## config.mk

```make
export PLATFORM = sky130hd
export DESIGN_NAME = trash_exec_ctrl
export DESIGN_NICKNAME = d
export VERILOG_FILES = /design/src/rtl/trash_exec_ctrl.sv
export SDC_FILE = /design/constraint.sdc
export NUM_CORES = 1
export LEC_CHECK = 0
export BUFFER_PORTS_ARGS = -buffer_cell sky130_fd_sc_hd__buf_2
export CAP_MARGIN = 20
export CORE_ASPECT_RATIO = 0.8
export CORE_MARGIN = 10
export CORE_UTILIZATION = 55
export DETAILED_ROUTE_END_ITERATION = 10
export GPL_TIMING_DRIVEN = 1
export PLACE_DENSITY_LB_ADDON = 0.05
export RECOVER_POWER = 100
export SYNTH_ARGS = -nofsm -noshare
export SYNTH_HDL_FRONTEND = slang
export SYNTH_SLANG_ARGS = --single-unit
```

## constraint.sdc

```tcl
create_clock -name clk -period 5.6 [get_ports clk]
set_input_delay 1.12 -clock clk [delete_from_list [all_inputs] [get_ports clk]]
set_output_delay 1.12 -clock clk [all_outputs]
set_load 0.02 [all_outputs]
```

## src/rtl/trash_exec_ctrl.sv

```systemverilog
// trash_exec_ctrl: program store, register file, data memory and the
// fetch/execute sequencer that drives the external 4-bit ALU.
module trash_exec_ctrl #(
    parameter int unsigned PROG_DEPTH = 8,
    parameter int unsigned MEM_DEPTH  = 16
) (
    input  logic                          clk,
    input  logic                          rst_n,
    input  logic                          run,
    input  logic                          prog_we,
    input  logic [14:0]                   prog_data,
    output logic [3:0]                    alu_opcode,
    output logic [3:0]                    alu_a,
    output logic [3:0]                    alu_b,
    input  logic [7:0]                    alu_res,
    output logic [7:0]                    out_data,
    output logic                          out_valid,
    output logic [$clog2(PROG_DEPTH)-1:0] pc,
    output logic                          busy,
    output logic                          retire
);
    localparam int unsigned PC_W   = $clog2(PROG_DEPTH);
    localparam int unsigned MEM_AW = $clog2(MEM_DEPTH);
    localparam int unsigned IW     = 15;
    localparam int unsigned DW     = 8;
    localparam int unsigned NREG   = 4;

    // Instruction word layout: f2 = {f2h, f2l}.
    typedef struct packed {
        logic [3:0] f2h;
        logic [3:0] f2l;
        logic [3:0] f1;
        logic [2:0] op;
    } instr_t;

    typedef enum logic [1:0] {S_IDLE, S_FETCH, S_EXEC, S_WB} state_e;

    typedef enum logic [2:0] {
        OP_NOOP, OP_STORE, OP_CALC, OP_MEMSTORE,
        OP_MEMLOAD, OP_JUMP, OP_JUMPIF, OP_OUT
    } op_e;

    state_e                          state_q, state_d;
    logic [PC_W-1:0]                 pc_q, pc_d;
    logic [PC_W-1:0]                 load_ptr_q, load_ptr_d;
    instr_t                          ir_q, ir_d;
    logic [PROG_DEPTH-1:0][IW-1:0]   prog_q, prog_d;
    logic [NREG-1:0][DW-1:0]         regs_q, regs_d;
    logic [MEM_DEPTH-1:0][DW-1:0]    mem_q, mem_d;
    logic [3:0]                      alu_op_q, alu_op_d;
    logic [3:0]                      alu_a_q, alu_a_d;
    logic [3:0]                      alu_b_q, alu_b_d;
    logic [DW-1:0]                   out_data_q, out_data_d;
    logic                            out_valid_q, out_valid_d;
    logic                            busy_q, busy_d;
    logic                            retire_q, retire_d;
    instr_t                          fetch_w;

    // State and datapath registers; reset clears all storage to NOOP/zero.
    always_ff @(posedge clk or negedge rst_n) begin
        if (!rst_n) begin
            state_q     <= S_IDLE;
            pc_q        <= '0;
            load_ptr_q  <= '0;
            ir_q        <= '0;
            prog_q      <= '0;
            regs_q      <= '0;
            mem_q       <= '0;
            alu_op_q    <= '0;
            alu_a_q     <= '0;
            alu_b_q     <= '0;
            out_data_q  <= '0;
            out_valid_q <= 1'b0;
            busy_q      <= 1'b0;
            retire_q    <= 1'b0;
        end else begin
            state_q     <= state_d;
            pc_q        <= pc_d;
            load_ptr_q  <= load_ptr_d;
            ir_q        <= ir_d;
            prog_q      <= prog_d;
            regs_q      <= regs_d;
            mem_q       <= mem_d;
            alu_op_q    <= alu_op_d;
            alu_a_q     <= alu_a_d;
            alu_b_q     <= alu_b_d;
            out_data_q  <= out_data_d;
            out_valid_q <= out_valid_d;
            busy_q      <= busy_d;
            retire_q    <= retire_d;
        end
    end

    // Next-state, instruction execution and registered-output computation.
    always_comb begin
        state_d     = state_q;
        pc_d        = pc_q;
        load_ptr_d  = load_ptr_q;
        ir_d        = ir_q;
        prog_d      = prog_q;
        regs_d      = regs_q;
        mem_d       = mem_q;
        alu_op_d    = alu_op_q;
        alu_a_d     = alu_a_q;
        alu_b_d     = alu_b_q;
        out_data_d  = out_data_q;
        out_valid_d = 1'b0;
        retire_d    = 1'b0;
        fetch_w     = prog_q[pc_q];

        unique case (state_q)
            S_IDLE: begin
                if (prog_we) begin
                    prog_d[load_ptr_q] = prog_data;
                    load_ptr_d         = load_ptr_q + PC_W'(1);
                end
                if (run) begin
                    state_d = S_FETCH;
                    pc_d    = '0;
                end
            end
            S_FETCH: begin
                if (!run) begin
                    state_d    = S_IDLE;
                    pc_d       = '0;
                    load_ptr_d = '0;
                end else begin
                    ir_d     = fetch_w;
                    state_d  = S_EXEC;
                    // Two-cycle ops retire in the coming EXEC cycle.
                    retire_d = (fetch_w.op != 3'(OP_CALC));
                end
            end
            S_EXEC: begin
                state_d = S_FETCH;
                pc_d    = pc_q + PC_W'(1);
                case (op_e'(ir_q.op))
                    OP_NOOP: ;
                    OP_STORE:    regs_d[ir_q.f1[1:0]] = {ir_q.f2h, ir_q.f2l};
                    OP_CALC: begin
                        alu_op_d = ir_q.f1;
                        alu_a_d  = regs_q[ir_q.f2h[1:0]][7:4];
                        alu_b_d  = regs_q[ir_q.f2h[1:0]][3:0];
                        state_d  = S_WB;
                        retire_d = 1'b1;
                    end
                    OP_MEMSTORE: mem_d[MEM_AW'(ir_q.f1)] = {ir_q.f2h, ir_q.f2l};
                    OP_MEMLOAD:  regs_d[ir_q.f2h[1:0]] = mem_q[MEM_AW'(ir_q.f1)];
                    OP_JUMP:     pc_d = PC_W'(ir_q.f1);
                    OP_JUMPIF: begin
                        if (regs_q[ir_q.f2h[1:0]] == regs_q[ir_q.f2l[1:0]]) begin
                            pc_d = PC_W'(ir_q.f1);
                        end
                    end
                    OP_OUT: begin
                        out_data_d  = regs_q[ir_q.f1[1:0]];
                        out_valid_d = 1'b1;
                    end
                endcase
            end
            S_WB: begin
                regs_d[ir_q.f2l[1:0]] = alu_res;
                state_d               = S_FETCH;
            end
        endcase

        busy_d = (state_d != S_IDLE);
    end

    assign alu_opcode = alu_op_q;
    assign alu_a      = alu_a_q;
    assign alu_b      = alu_b_q;
    assign out_data   = out_data_q;
    assign out_valid  = out_valid_q;
    assign pc         = pc_q;
    assign busy       = busy_q;
    assign retire     = retire_q;

endmodule

```

==> flow_summary.toml, run 1 <==
[critical_path]
ff2ff_path_depth = 5
endpoint = "regs_q[30]$_DFFE_PN0P_"
end_kind = "flop"
crit_path_start = "ir_q[3]$_DFFE_PN0P_"
cp.required_ns = 5.99
cp.arrival_ns = 4.49
reg2reg_slack_ns = 1.50
start_kind = "flop"
path_class = "flop to flop"
r2r-start = "ir_q[3]$_DFFE_PN0P_"
path_max_fanout = 36
r2r-end = "regs_q[30]$_DFFE_PN0P_"

[sta]
layout_setup_ws_ns = 1.498
relSlewSlack = -0.7975
post-route-min-period_ns = 4.102
finClkSkew_ns = 0.03107
setup_viol = 0
hold_violations = 0
drv_slew = 195
hold_ws_ns = 0.4976
grt_setup_unrepaired = "false"
fin_setup_tns_ns = 0
worstMarginPinSlew_ns = 2.696
period_share = 0.7326
max_freq_mhz = 243.8

[finish]
drive_above_1_share = 0.4056
area.growth.synth_to_final_pct = 9.999
nets = 1159
final-seq-area_um2 = 8160
final_cells = 1519
utilization = 0.6165
final_common_cell = "dfrtp_1"
antenna-diode-count = 0
stdcell_area_um2 = 17480
fill_cells = 2202
multi_input_area_um2 = 7337
final_cell_mix = "dfrtp_1 (324), mux2_2 (290), mux4_2 (71)"

[place]
port_buffers = 52
dp_slack_ns = 2.184
postPlaceCellArea_um2 = 16440
dp_hpwl_um = 22380
dpl.cell_count = 1455
gp_congestion = 0.8178

[drt]
vias = 9414
wl_per_cell_um = 23.41
wl_um = 35560
first_pass_iters = 7
drc = 0
postRouteAntennaNets = 0
drt_iter0_markers = 720
viasPerCell = 6.197

[yosys]
async_flop_share = 1.000
synth_edf_count = 0
ys_types = 53
ys.flop_type = "dfrtp_1"
synth_top_area_share = 0.5133
synth_area_um2 = 15890
yosysTopAreaCell = "dfrtp_1"
ys_warn_count = 0
synthTopCellsByArea = "dfrtp_1 (51%), mux2_2 (21%), mux4_2 (10%), mux4_1 (3.8%), clkbuf_1 (1.3%)"
seq_area_frac_synth = 0.5133
synth_nets = 1127
syn_avg_cell_area_um2 = 14.54
postSynthCellCount = 1093
synth_seq_cells = 326

[clocking]
postCtsHoldBufs = 0
cts_resized = 0
clk_pin_slew_ns = 0.06
cts_tree = "built"
postCtsSetupBuffers = 0
clkLatencyLatePin_ns = 0.53
h-tree-depth = 2
cts_root_buf = "clkbuf_16"
cts_buffers = 36
cts_sinks = 326
clk_path_buf_depth = 3

[floorplan]
initial_core_util = 0.5605
die_w_um = 210.0
num_rows = 55
die_area_um2 = 36140
dieHeight_um = 172.0
core-area_um2 = 28350
io_pins = 53

[global_route]
grt_first_pass_wirelength_um = 56960
grt_overflow = 0
antenna_found_initial = 0
grt_max_degree = 107
grt_pass1_vias = 9549
grt.total_usage = 0.2008

[power]
ir_worst_vdd_mv = 0.3515
finalPower_mw = 8.386
p_per_area_nw_per_um2 = 479.7
power_leakage_nw = 7.998

[outcome]
violations = "capacitance limit, slew limit"
status = "finished with violations"

[worst_hold_path]
timing.hold.worst_path_depth = 1
holdCritPathClass = "flop to flop"

[run]
cap_viol_max_count = 5
==> power by group <==
group | total (mW) | internal, mW | leakage (nW) | switching, mW
combinational | 2.63 | 1.33 | 3.04 | 1.30
clock | 2.28 | 1.34 | 0.551 | 0.940
sequential | 3.47 | 2.88 | 4.41 | 0.592
==> cell type report <==
| class | instances | area share |
|---|---|---|
| flip-flops and latches | 326 | 0.4668 |
| clock inverters | 9 | 0.004939 |
| clock buffers | 53 | 0.05991 |
| multi-input cells | 682 | 0.4197 |
| well taps | 370 | 0.02648 |
| inverters | 5 | 0.001074 |
| repair buffers | 74 | 0.02104 |
==> logic make-up (layout without fill, tap and decap cells) <==
family | after synthesis | in the layout | share of synthesized area
AND/OR/NAND/NOR | 163 | 163 | 0.04858
multiplexers | 403 | 403 | 0.3575
buffers and inverters | 85 | 141 | 0.02338
AO/OA/AOI/OAI | 98 | 98 | 0.04567
adder cells (fa/ha/maj) | 7 | 7 | 0.005511
XOR/XNOR | 11 | 11 | 0.006063
flip-flops | 326 | 326 | 0.5133
==> Yosys cell counts, drive strengths merged, types with 5 or more instances <==
master and n:
a21oi 16, a221o 20, a221oi 8, buf 25, clkbuf 55, dfrtp 326, ha 7, inv 5
mux2 295, mux2i 14, mux4 94, nand2 46, nand2b 7, nand3 7, nor2 54, nor2b 9
nor3 16, o21ai 29, xnor2 9
==> worst min-delay path by stage <==
stage / from / endpoint / slack (ns)
2_1_floorplan: mem_q[10]$_DFFE_PN0P_ / mem_q[10]$_DFFE_PN0P_ / 0.47
3_3_place_gp: mem_q[64]$_DFFE_PN0P_ / mem_q[64]$_DFFE_PN0P_ / 0.48
3_5_place_dp: mem_q[11]$_DFFE_PN0P_ / mem_q[11]$_DFFE_PN0P_ / 0.49
4_1_cts: mem_q[11]$_DFFE_PN0P_ / mem_q[11]$_DFFE_PN0P_ / 0.50
5_1_grt: mem_q[70]$_DFFE_PN0P_ / mem_q[70]$_DFFE_PN0P_ / 0.50
6_report: mem_q[11]$_DFFE_PN0P_ / mem_q[11]$_DFFE_PN0P_ / 0.50
==> metal layers <==
| metal | global-route usage | routed length [µm] | vias up | share of wire |
|---|---|---|---|---|
| met5 | 0 | 0 | - | 0 |
| met1 | 0.2960 | 17040 | 4919 | 0.48 |
| met4 | 0.04527 | 546 | 0 | 0.015 |
| met3 | 0.03606 | 1820 | 47 | 0.051 |
| li1 | - | - | 4224 | - |
| met2 | 0.3048 | 16150 | 224 | 0.45 |
==> critical path, cell delays in order, from the launching register on <==
cell,delay (ns)
dfrtp_1,1.60
buf_4,0.52
mux4_1,0.61
mux4_2,0.57
a221o_1,0.34
mux2_1,0.29
==> flip-flops by register name (all words and copies together), names as in the netlist <==
name        flops
mem_q         128
prog_q        120
regs_q         32
ir_q           15
out_data        8
alu_a           4
alu_b           4
alu_opcode      4
load_ptr_q      3
pc              3
state_q         2
busy            1
out_valid       1
retire          1
No activity file was read; power rests on OpenSTA's default activity.
==> run 2: changes to the inputs <==
Clock period 5.6 ns to 4 ns, I/O delays scaled along.
==> flow_summary.toml, run 2 (synthesis results as in run 1) <==
[sta]
setup_viol = 0
relSlewSlack = -0.7555
drv_slew = 72
finClkSkew_ns = 0.01682
period_share = 0.8243
hold_violations = 0
max_freq_mhz = 303.3
post-route-min-period_ns = 3.297
worstMarginPinSlew_ns = 2.633
fin_setup_tns_ns = 0
grt_setup_unrepaired = "false"

[place]
gp_congestion = 0.8260
port_buffers = 52
dp_hpwl_um = 23650
dpl.cell_count = 1465
postPlaceCellArea_um2 = 16540

[drt]
postRouteAntennaNets = 0
viasPerCell = 6.227
drt_iter0_markers = 677
wl_per_cell_um = 23.86
first_pass_iters = 5
wl_um = 36410
vias = 9503
drc = 0

[finish]
multi_input_area_um2 = 7342
final_cell_mix = "dfrtp_1 (324), mux2_2 (289), mux4_2 (71)"
nets = 1167
final_cells = 1526
final-seq-area_um2 = 8160
area.growth.synth_to_final_pct = 10.20
top_regs = "mem_q: 128 flops, prog_q: 120 flops, regs_q: 32 flops"
utilization = 0.6177
antenna-diode-count = 0
stdcell_area_um2 = 17510
drive_above_1_share = 0.4074
fill_cells = 2206
top_register = "mem_q"
largest_reg_flops = 128
final_common_cell = "dfrtp_1"

[clocking]
cts_tree = "built"
postCtsSetupBuffers = 0
h-tree-depth = 2
cts_resized = 0
clkLatencyLatePin_ns = 0.52
cts_buffers = 35
postCtsHoldBufs = 0
cts_sinks = 326
clk_path_buf_depth = 3
cts_root_buf = "clkbuf_16"
clk_pin_slew_ns = 0.06

[floorplan]
core-area_um2 = 28350
die_area_um2 = 36140
initial_core_util = 0.5605
die_w_um = 210.0
io_pins = 53
num_rows = 55
dieHeight_um = 172.0

[critical_path]
cp.required_ns = 4.39
cp.arrival_ns = 3.68
cpPeakStageDelay_ns = 0.87
path_cells = "ha_1 -> clkbuf_1 -> or4b_1 -> o22ai_1 -> a211oi_2 -> mux2_2"
cpLargestDelayFamily = "compound AO/OA/AOI/OAI gates"
start_kind = "flop"
end_kind = "flop"
crit_buf_inv = 1
path_class = "flop to flop"
cp_slowest_cell = "clkbuf_1"
path_max_fanout = 22

[global_route]
grt_overflow = 0
grt_pass1_vias = 9624
grt_first_pass_wirelength_um = 57840
grt.total_usage = 0.2029
antenna_found_initial = 1
grt_max_degree = 107

[power]
p_per_area_nw_per_um2 = 667.3
power_leakage_nw = 8.021
finalPower_mw = 11.69
ir_worst_vdd_mv = 0.5247

[outcome]
status = "finished with violations"
violations = "capacitance limit, slew limit"

[worst_hold_path]
holdCritPathClass = "flop to flop"

[run]
cap_viol_max_count = 2
==> run 2: cell types whose count changed in the layout (fill, tap and decap cells not counted), sizes merged <==
| cell | previous run | this run |
|---|---|---|
| buf | 37 | 41 |
| clkinv | 6 | 10 |
| clkbuf | 90 | 89 |
| clkinvlp | 2 | 1 |
| inv | 5 | 6 |
==> run 2: final timing paths <==
kind                                   startpoint  cells after the start                      to  slack, ns
max                          state_q[0]$_DFF_PN0_                      6  regs_q[23]$_DFFE_PN0P_       0.70
min                        mem_q[112]$_DFFE_PN0P_                      1  mem_q[112]$_DFFE_PN0P_       0.50
max reg2reg                  state_q[0]$_DFF_PN0_                      6  regs_q[23]$_DFFE_PN0P_       0.70
min reg2reg                mem_q[112]$_DFFE_PN0P_                      1  mem_q[112]$_DFFE_PN0P_       0.50
max in group asynchronous                   rst_n                      2    ir_q[11]$_DFFE_PN0P_       1.35
min in group asynchronous                   rst_n                      1    alu_a[2]$_DFFE_PN0P_       1.11
==> run 2: through the flow <==
step	setup slack (ns)	hold WS, ns
floorplan	1.631	0.4704
global placement	1.014	0.4805
detailed placement	0.9861	0.4852
CTS	0.9779	0.1887
global route	0.5540	0.5118
finish	0.7026	0.4996
==> run 2: area by class of cell <==
class / instances / area share
Timing Repair Buffer: 83 / 0.02515
Tap cell: 370 / 0.02644
Inverter: 5 / 0.001072
Clock inverter: 13 / 0.005502
Multi-Input combinational cell: 682 / 0.4193
Clock buffer: 47 / 0.05659
Sequential cell: 326 / 0.4660
==> run 2: where the power goes <==
part / internal [mW] / switching (mW) / leakage [nW]
clock: 1.80 / 1.28 / 0.545
sequential: 4.03 / 1.01 / 4.41
combinational: 1.86 / 1.70 / 3.07
==> run 2: per-layer routing <==
metal | global-route usage | part of all wire | up-vias
li1 | - | - | 4208
met2 | 0.3021 | 0.45 | 223
met1 | 0.3077 | 0.49 | 5027
met5 | 0 | 0.00033 | -
met4 | 0.04277 | 0.014 | 2
met3 | 0.03281 | 0.049 | 43
